--- config.mk ---
export PLATFORM = sky130hd
export DESIGN_NAME = layer_flag_sequencer
export DESIGN_NICKNAME = d
export VERILOG_FILES = /design/src/rtl/layer_flag_sequencer_pkg.sv /design/src/rtl/layer_flag_sequencer_stage_flag_reg.sv /design/src/rtl/layer_flag_sequencer.sv
export SDC_FILE = /design/constraint.sdc
export NUM_CORES = 1
export LEC_CHECK = 0
export BUFFER_PORTS_ARGS = -buffer_cell sky130_fd_sc_hd__buf_4
export CAP_MARGIN = 0
export CELL_PAD_IN_SITES_DETAIL_PLACEMENT = 0
export CELL_PAD_IN_SITES_GLOBAL_PLACEMENT = 2
export CORE_MARGIN = 2
export CORE_UTILIZATION = 36
export CTS_BUF_LIST = sky130_fd_sc_hd__clkbuf_8
export DETAILED_ROUTE_END_ITERATION = 6
export GPL_ROUTABILITY_DRIVEN = 0
export GPL_TIMING_DRIVEN = 0
export PLACE_DENSITY_LB_ADDON = 0.12
export SYNTH_ARGS = -nofsm -noshare
export SYNTH_HDL_FRONTEND = slang
export SYNTH_HIERARCHICAL = 1
export SYNTH_SLANG_ARGS = --single-unit
export TNS_END_PERCENT = 30
--- constraint.sdc ---
create_clock -name clk -period 1.88 [get_ports clk]
set_input_delay 0.188 -clock clk [delete_from_list [all_inputs] [get_ports clk]]
set_output_delay 0.188 -clock clk [all_outputs]
set_load 0.01 [all_outputs]
--- src/rtl/layer_flag_sequencer_pkg.sv ---
// Shared accelerator definitions: sequencer state encoding and default pipeline geometry.
package layer_flag_sequencer_pkg;

   typedef enum logic [2:0] {
      IDLE  = 3'd0,
      FILL  = 3'd1,
      RUN   = 3'd2,
      DRAIN = 3'd3,
      DONE  = 3'd4
   } state_t;

   localparam int N_STG_DEF = 7;
   localparam int LAT_DEF   = 4;
   localparam int CNT_W     = 6;

endpackage

--- src/rtl/layer_flag_sequencer_stage_flag_reg.sv ---
// One stage-valid flop; clear wins over set so a drain decode can never be masked.
module stage_flag_reg (
   input  logic i_clk,
   input  logic i_rst,
   input  logic i_set,
   input  logic i_clr,
   output logic o_q
);

   logic r_q;

   always_ff @(posedge i_clk) begin
      if (!i_rst)     r_q <= 1'b0;
      else if (i_clr) r_q <= 1'b0;
      else if (i_set) r_q <= 1'b1;
   end

   assign o_q = r_q;

endmodule

--- src/rtl/layer_flag_sequencer.sv ---
// Sequences per-stage valid flags through fill, run and drain of one layer,
// with a registered run enable, busy and a one-cycle finish pulse.
module layer_flag_sequencer
   import layer_flag_sequencer_pkg::*;
#(
   parameter int N_STG = N_STG_DEF,
   parameter int LAT   = LAT_DEF
) (
   input  logic             clk,
   input  logic             rst,
   input  logic             start,
   input  logic             src_done,
   output logic             temp_zero,
   output logic [N_STG-1:0] flags,
   output logic             finish_layer,
   output logic             busy
);

   state_t             r_state, w_nxt;
   logic [CNT_W-1:0]   r_cnt, w_cnt_nxt;
   logic               r_src_lat, w_src_lat_nxt;
   logic               r_temp_zero, r_finish, r_busy;
   logic [N_STG-1:0]   w_hit, w_set, w_clr, w_flags;

   genvar k;
   generate
      for (k = 0; k < N_STG; k++) begin : g_stage
         localparam logic [CNT_W-1:0] THR = CNT_W'((k + 1) * LAT - 1);
         assign w_hit[k] = (r_cnt == THR);
         assign w_set[k] = (r_state == FILL)  && w_hit[k];
         assign w_clr[k] = (r_state == DRAIN) && w_hit[k];
         stage_flag_reg u_flag (
            .i_clk (clk),
            .i_rst (rst),
            .i_set (w_set[k]),
            .i_clr (w_clr[k]),
            .o_q   (w_flags[k])
         );
      end
   endgenerate

   always_comb begin
      w_nxt         = r_state;
      w_cnt_nxt     = r_cnt;
      w_src_lat_nxt = r_src_lat;
      case (r_state)
         IDLE: begin
            if (start) begin
               w_nxt     = FILL;
               w_cnt_nxt = '0;
            end
         end
         FILL: begin
            w_cnt_nxt = r_cnt + 1'b1;
            if (src_done) w_src_lat_nxt = 1'b1;
            // Last stage fills this edge; an early src_done skips RUN entirely.
            if (w_hit[N_STG-1]) begin
               w_nxt         = (r_src_lat || src_done) ? DRAIN : RUN;
               w_cnt_nxt     = '0;
               w_src_lat_nxt = 1'b0;
            end
         end
         RUN: begin
            if (src_done) begin
               w_nxt     = DRAIN;
               w_cnt_nxt = '0;
            end
         end
         DRAIN: begin
            w_cnt_nxt = r_cnt + 1'b1;
            if (~|w_flags) begin
               w_nxt     = DONE;
               w_cnt_nxt = '0;
            end
         end
         DONE: begin
            w_nxt     = start ? FILL : IDLE;
            w_cnt_nxt = '0;
         end
         default: begin
            w_nxt     = IDLE;
            w_cnt_nxt = '0;
         end
      endcase
   end

   always_ff @(posedge clk) begin
      if (!rst) begin
         r_state     <= IDLE;
         r_cnt       <= '0;
         r_src_lat   <= 1'b0;
         r_temp_zero <= 1'b0;
         r_finish    <= 1'b0;
         r_busy      <= 1'b0;
      end else begin
         r_state     <= w_nxt;
         r_cnt       <= w_cnt_nxt;
         r_src_lat   <= w_src_lat_nxt;
         r_temp_zero <= (w_nxt == FILL) || (w_nxt == RUN);
         r_finish    <= (w_nxt == DONE);
         r_busy      <= (w_nxt != IDLE);
      end
   end

   assign temp_zero    = r_temp_zero;
   assign flags        = w_flags;
   assign finish_layer = r_finish;
   assign busy         = r_busy;

endmodule

==> results of run 1 <==
where the power goes:
part	total, mW	internal (mW)	switching [mW]	leakage (nW)
logic	0.0637	0.0306	0.0331	0.280
clock network	0.443	0.284	0.158	0.0357
registers	0.438	0.432	0.00611	0.162
total	0.944	0.747	0.197	0.478
repair_timing:
action | 4_1_cts | 5_1_grt
buffers inserted | 0 | 0
pin swaps | 1 | 0
setup endpoints to repair | 1 | 1
gates resized for setup | 1 | 1
endpoints found under the hold margin | 0 | 0
how the worst max path moves through the flow:
stage	from	to	slack, ps	cells after the start
detailed placement	r_cnt[0]	temp_zero	-40	5
CTS	r_state[0]	temp_zero	60	4
global route	r_cnt[0]	temp_zero	10	5
floorplan	r_cnt[0]	temp_zero	180	5
global placement	r_cnt[0]	temp_zero	-50	5
finish	r_cnt[0]	temp_zero	80	5
registers in the layout, indices dropped and copies added, names as in the netlist:
name / count
r_state: 3
finish_layer: 1
g_stage.u_flag/o_q: 7
temp_zero: 1
r_src_lat: 1
busy: 1
r_cnt: 6
metal layers:
| metal | wire, um | vias up | global-route usage, % |
|---|---|---|---|
| met5 | 0 | - | 0 |
| met4 | 17 | 0 | 5.844 |
| met3 | 55 | 2 | 2.637 |
| met2 | 1047 | 9 | 23.81 |
| met1 | 1225 | 423 | 21.83 |
| li1 | - | 466 | - |
metrics by stage:
stage | TNS (ps) | hold WS (ps) | setup WS [ps] | util (%) | total power, mW
3_5_place_dp | -36.06 | 471.4 | -36.06 | 43.35 | 0.5109
2_1_floorplan | 0 | 345.1 | 175.1 | - | 0.4871
4_1_cts | 0 | 235.9 | 56.10 | 45.99 | 0.9480
5_1_grt | 0 | 248.5 | 13.77 | 46.25 | 0.9742
3_3_place_gp | -48.65 | 460.6 | -48.65 | 43.35 | 0.5116
6_report | 0 | 232.7 | 75.01 | 46.25 | 0.9442
synth_stat cells (all sizes together), types with 2 or more instances:
library cell,instances
a21boi,2
a21oi,10
and2,2
and3,3
and4,2
buf,3
clkbuf,2
dfxtp,20
nand2,12
nand2b,2
nand3,2
nand3b,3
nor2,24
nor2b,3
nor3,4
nor3b,9
nor4,2
o21a,2
o22ai,4
cells by family (layout without fill, tap and decap cells):
group / Yosys count / in the layout / share of synthesized area [%]
AND/OR/NAND/NOR: 72 / 72 / 42.76
AO/OA/AOI/OAI: 22 / 22 / 14.25
flip-flops: 20 / 20 / 37.08
buffers and inverters: 7 / 24 / 3.358
adder cells (fa/ha/maj): 1 / 1 / 1.159
multiplexers: 1 / 1 / 1.390
critical path, delay by kind of cell (launching register included):
family                   cells  cell delay, ps
AND/OR/NAND/NOR              2             620
flip-flops                   1             340
AO/OA/AOI/OAI                1             180
adder cells (fa/ha/maj)      1             240
multiplexers                 1             320
area by class of cell:
class / instances / area (sq um) / area share (%)
well taps: 31 / 38.79 / 2.989
plain buffers: 5 / 28.78 / 2.218
clock buffers: 3 / 41.29 / 3.182
clock inverters: 1 / 30.03 / 2.314
multi-input cells: 96 / 653.1 / 50.34
flip-flops and latches: 20 / 400.4 / 30.86
repair buffers: 13 / 97.59 / 7.522
inverters: 2 / 7.507 / 0.5786
==> qor.yml, run 1 <==
status:
  status: "complete, but fails checks"
  violations: "design-rule violations"
die:
  rows: 19
  core_area_sq_um: 2805
  fp.dieArea_sq_um: 3453
  ioPinCount: 14
  die_y_um: 58.77
  start_util_pct: 38.49
  fp.dieW_um: 58.77
cts:
  numCtsBuffers: 3
  cts_hold_buf: 0
  cts_tree: "yes"
  cts_buffer_depth: 2
  root_buffer: "clkbuf_8"
  clk_latency_ps: 270
  cts_sinks: 20
  clk_pin_slew_ps: 90
  cts_max_level: 1
yosys:
  ys_ff_latch: 20
  synth_top_area_share_pct: 37.08
  syn_nets: 128
  yosysUniqueCellTypes: 37
  synth_area_leader_cell: "dfxtp_1"
  synthesis.area_sq_um: 1080
  synth_flop_cell: "dfxtp_1"
  syn_area_per_cell_sq_um: 8.779
  ys_warn_count: 6
  synthCells: 123
  seq_area_frac_synth_pct: 37.08
  synth_edf_count: 0
  synthTopCellsByArea: "dfxtp_1 37%, nor3b_2 9.3%, nor2_1 8.3%"
  async_flop_share_pct: 0
sta:
  slew_violations: 0
  hold_viol_final: 0
  fin_crit_sh_pct: 96.01
  fmax_mhz: 554.0
  worst_slew_pin_slew_ps: 435.5
  period_minus_slack_ps: 1805
  max_slew_margin_pct: 70.84
  fin_skew_ps: 10.74
  rsz0062_at_grt: "false"
  setup_viol: 0
min_path:
  min_to: "g_stage[1].u_flag/o_q"
  worstHoldStart: "rst"
  hold_path.class: "in -> reg"
  whs_path_depth: 2
cells_and_area:
  area_growth_pct: 20.16
  nFillCells: 285
  final_cell_mix: "24 x nor2_1, 20 x dfxtp_1, 13 x buf_4, 12 x nand2_1, 10 x a21oi_1"
  final_cells: 171
  mostFrequentLayoutCell: "nor2_1"
  diodes: 0
  final_nets: 146
  fin_area_sq_um: 1297
  drive_gt1_share_pct: 25.00
global_route:
  grt_max_degree: 13
  antenna_found_initial: 0
  grt_pass1_vias: 856
  grt_use_total_pct: 15.56
  grt_pass1_wl_um: 4146
  grt-ovfl-total: 0
pwr:
  p_per_area_nw_per_um2: 727.7
  ir_drop_uv: 294.7
  p_leak_nw: 0.4781
critical_path:
  critPathMaxFanout: 7
  regToRegEndpoint: "temp_zero"
  crit_path_max_incr_delay_ps: 340
  crit_arrival_ps: 1970
  cp.required_ps: 2050
  crit_chain: "ha_2, and4bb_1, o2111a_1, nor4_4, mux2_4"
  cp_slowest_cell: "dfxtp_1"
  r2r-start: "r_cnt[0]"
  r2r_cells: 5
  rrSetupSlack_ps: 80
  end_kind: "flop"
  start_kind: "flop"
  path_class: "reg -> reg"
placement:
  dp.final_hpwl_um: 1703
  place_area_sq_um: 1216
  dp.cells: 167
  io_buffers: 13
detailed_routing:
  drcViolationCount: 3
  vias: 900
  drt-initial-drc-count: 29
  vias_per_cell: 5.263
  routed_wl_um: 2345
  ant_nets: 0
  dr.pass1.iters: 6
  wire_per_inst_um: 13.71
flow_run:
  drv_cap: 0
Note: power is estimated with default switching activity, not from simulation.
==> run 2, diff against run 1 <==
--- a/config.mk
+++ b/config.mk
@@ -14,7 +14,6 @@
 export CTS_BUF_LIST = sky130_fd_sc_hd__clkbuf_8
 export DETAILED_ROUTE_END_ITERATION = 6
 export GPL_ROUTABILITY_DRIVEN = 0
-export GPL_TIMING_DRIVEN = 0
 export PLACE_DENSITY_LB_ADDON = 0.12
 export SYNTH_ARGS = -nofsm -noshare
 export SYNTH_HDL_FRONTEND = slang
==> qor.yml, run 2 (synthesis gave the netlist of run 1 again) <==
cts:
  cts_max_level: 1  # unchanged
  clk_pin_slew_ps: 70  # -20 ps
  cts_buffer_depth: 2  # unchanged
  numCtsBuffers: 3  # unchanged
  root_buffer: "clkbuf_8"
  post-cts-setup-buffers: 0  # unchanged
  clk_latency_ps: 250  # -20 ps
  cts_hold_buf: 0  # unchanged
  cts_sinks: 20  # unchanged
  cts_resized: 0  # -1
  cts_tree: "yes"
global_route:
  grt_busiest_layer: "met2"
  grt_pass1_wl_um: 4071  # -1.8%
  grt_use_met2_pct: 24.13  # +0.32 points
  met3_usage_pct: 2.637  # unchanged
  grtUsageMet1_pct: 21.56  # -0.27 points
  grt-ovfl-total: 0  # unchanged
  grt_max_degree: 12  # -1
  antenna_found_initial: 0  # unchanged
  grt_use_total_pct: 15.42  # -0.14 points
  grt_pass1_vias: 887  # +3.6%
die:
  rows: 19  # unchanged
  core_area_sq_um: 2805  # unchanged
  fp.dieW_um: 58.77  # unchanged
  ioPinCount: 14  # unchanged
  die_y_um: 58.77  # unchanged
  fp.dieArea_sq_um: 3453  # unchanged
  start_util_pct: 38.49  # unchanged
placement:
  dp.cells: 169  # +1.2%
  place_area_sq_um: 1240  # +2.0%
  io_buffers: 13  # unchanged
  dp.final_hpwl_um: 1845  # +8.3%
detailed_routing:
  drt-initial-drc-count: 26  # -10%
  ant_nets: 0  # unchanged
  wire_per_inst_um: 13.92  # +1.5%
  dr.pass1.iters: 6  # unchanged
  vias: 897  # -0.33%
  routed_wl_um: 2409  # +2.7%
  drcViolationCount: 3  # unchanged
  vias_per_cell: 5.185  # -1.5%
sta:
  fin_setup_tns_ps: 0  # unchanged
  slew_violations: 0  # unchanged
  worst_slew_pin_slew_ps: 413.6  # -21.91 ps
  fmax_mhz: 566.9  # +2.3%
  period_minus_slack_ps: 1764  # -41.02 ps
  fin_skew_ps: 1.755  # -8.986 ps
  max_slew_margin_pct: 72.26  # +1.4 points
  setup_viol: 0  # unchanged
  rsz0062_at_grt: "false"
  fin_crit_sh_pct: 93.83  # -2.2 points
  hold_viol_final: 0  # unchanged
cells_and_area:
  largest_register_ffs: 7  # unchanged
  register_area_sq_um: 400.4  # unchanged
  fin_area_sq_um: 1295  # -0.19%
  area_growth_pct: 19.93
  nFillCells: 294  # +3.2%
  final_cell_mix: "24 x nor2_1, 20 x dfxtp_1, 20 x buf_4, 12 x nand2_1, 10 x a21oi_1"
  mostFrequentLayoutCell: "nor2_1"
  final_nets: 148  # +1.4%
  final_core_util_pct: 46.16  # -0.089 points
  multiInputGateArea_sq_um: 643.1  # -1.5%
  drive_gt1_share_pct: 26.76  # +1.8 points
  final_cells: 173  # +1.2%
  diodes: 0  # unchanged
min_path:
  hold_path.class: "in -> reg"
critical_path:
  crit_arrival_ps: 1910  # -60 ps
  path_class: "reg -> reg"
  critPathMaxFanout: 7  # unchanged
  crit_path_max_incr_delay_ps: 380  # +40 ps
  cp.required_ps: 2030  # -20 ps
  start_kind: "flop"
  rrSetupSlack_ps: 120  # +40 ps
  crit_chain: "ha_1, and4bb_1, a21boi_2, nor4_4, mux2_4"
  end_kind: "flop"
  cp_slowest_cell: "dfxtp_1"
pwr:
  p_leak_nw: 0.4880  # +2.1%
  ir_drop_uv: 249.3  # -15%
  p_per_area_nw_per_um2: 640.2  # -12%
flow_run:
  drv_cap: 0  # unchanged
status:
  status: "complete, but fails checks"
  violations: "design-rule violations"
[run 2: final cells by class]
cell class              count  area share, %
multi-input cells          96          49.66
flip-flops and latches     20          30.92
repair buffers             20          11.59
clock buffers               4          4.251
well taps                  31          2.995
inverters                   2         0.5797
[run 2: power breakdown]
group	switching, mW	internal, mW
Sequential	0.00686	0.432
Clock	0.138	0.186
Combinational	0.0331	0.0327
[run 2: worst max-delay path: cells and delay by family (launching register included)]
| family | cells | cell delay, ps |
|---|---|---|
| adders and majority gates | 1 | 180 |
| AOI/OAI and AO/OA | 1 | 150 |
| and+or+nand+nor | 2 | 620 |
| DFF | 1 | 380 |
| muxes | 1 | 320 |
[run 2: path summary, 6_finish.rpt]
path	from	to	depth (start not counted)
worst max-delay path	r_cnt[0]	temp_zero	5
worst max register to register	r_cnt[0]	temp_zero	5
worst min-delay path	src_done	r_src_lat	3
worst min register to register	r_cnt[1]	r_cnt[1]	2
[run 2: per-layer routing]
layer,up-vias,share of wire [%]
met5,-,0
met4,0,0.33
met3,2,3.1
met2,13,47
met1,412,49
li1,470,-
[run 2: metrics by stage]
step                      hold WS (ps)  setup slack (ps)  power [mW]
after floorplan                  345.1             175.1      0.4871
after global routing             243.7             24.69      0.8714
after detailed placement         487.9             123.8      0.5148
final                            244.0             116.0      0.8290
after global placement           467.5             167.9      0.5139
after CTS                        241.3             119.1      0.8473
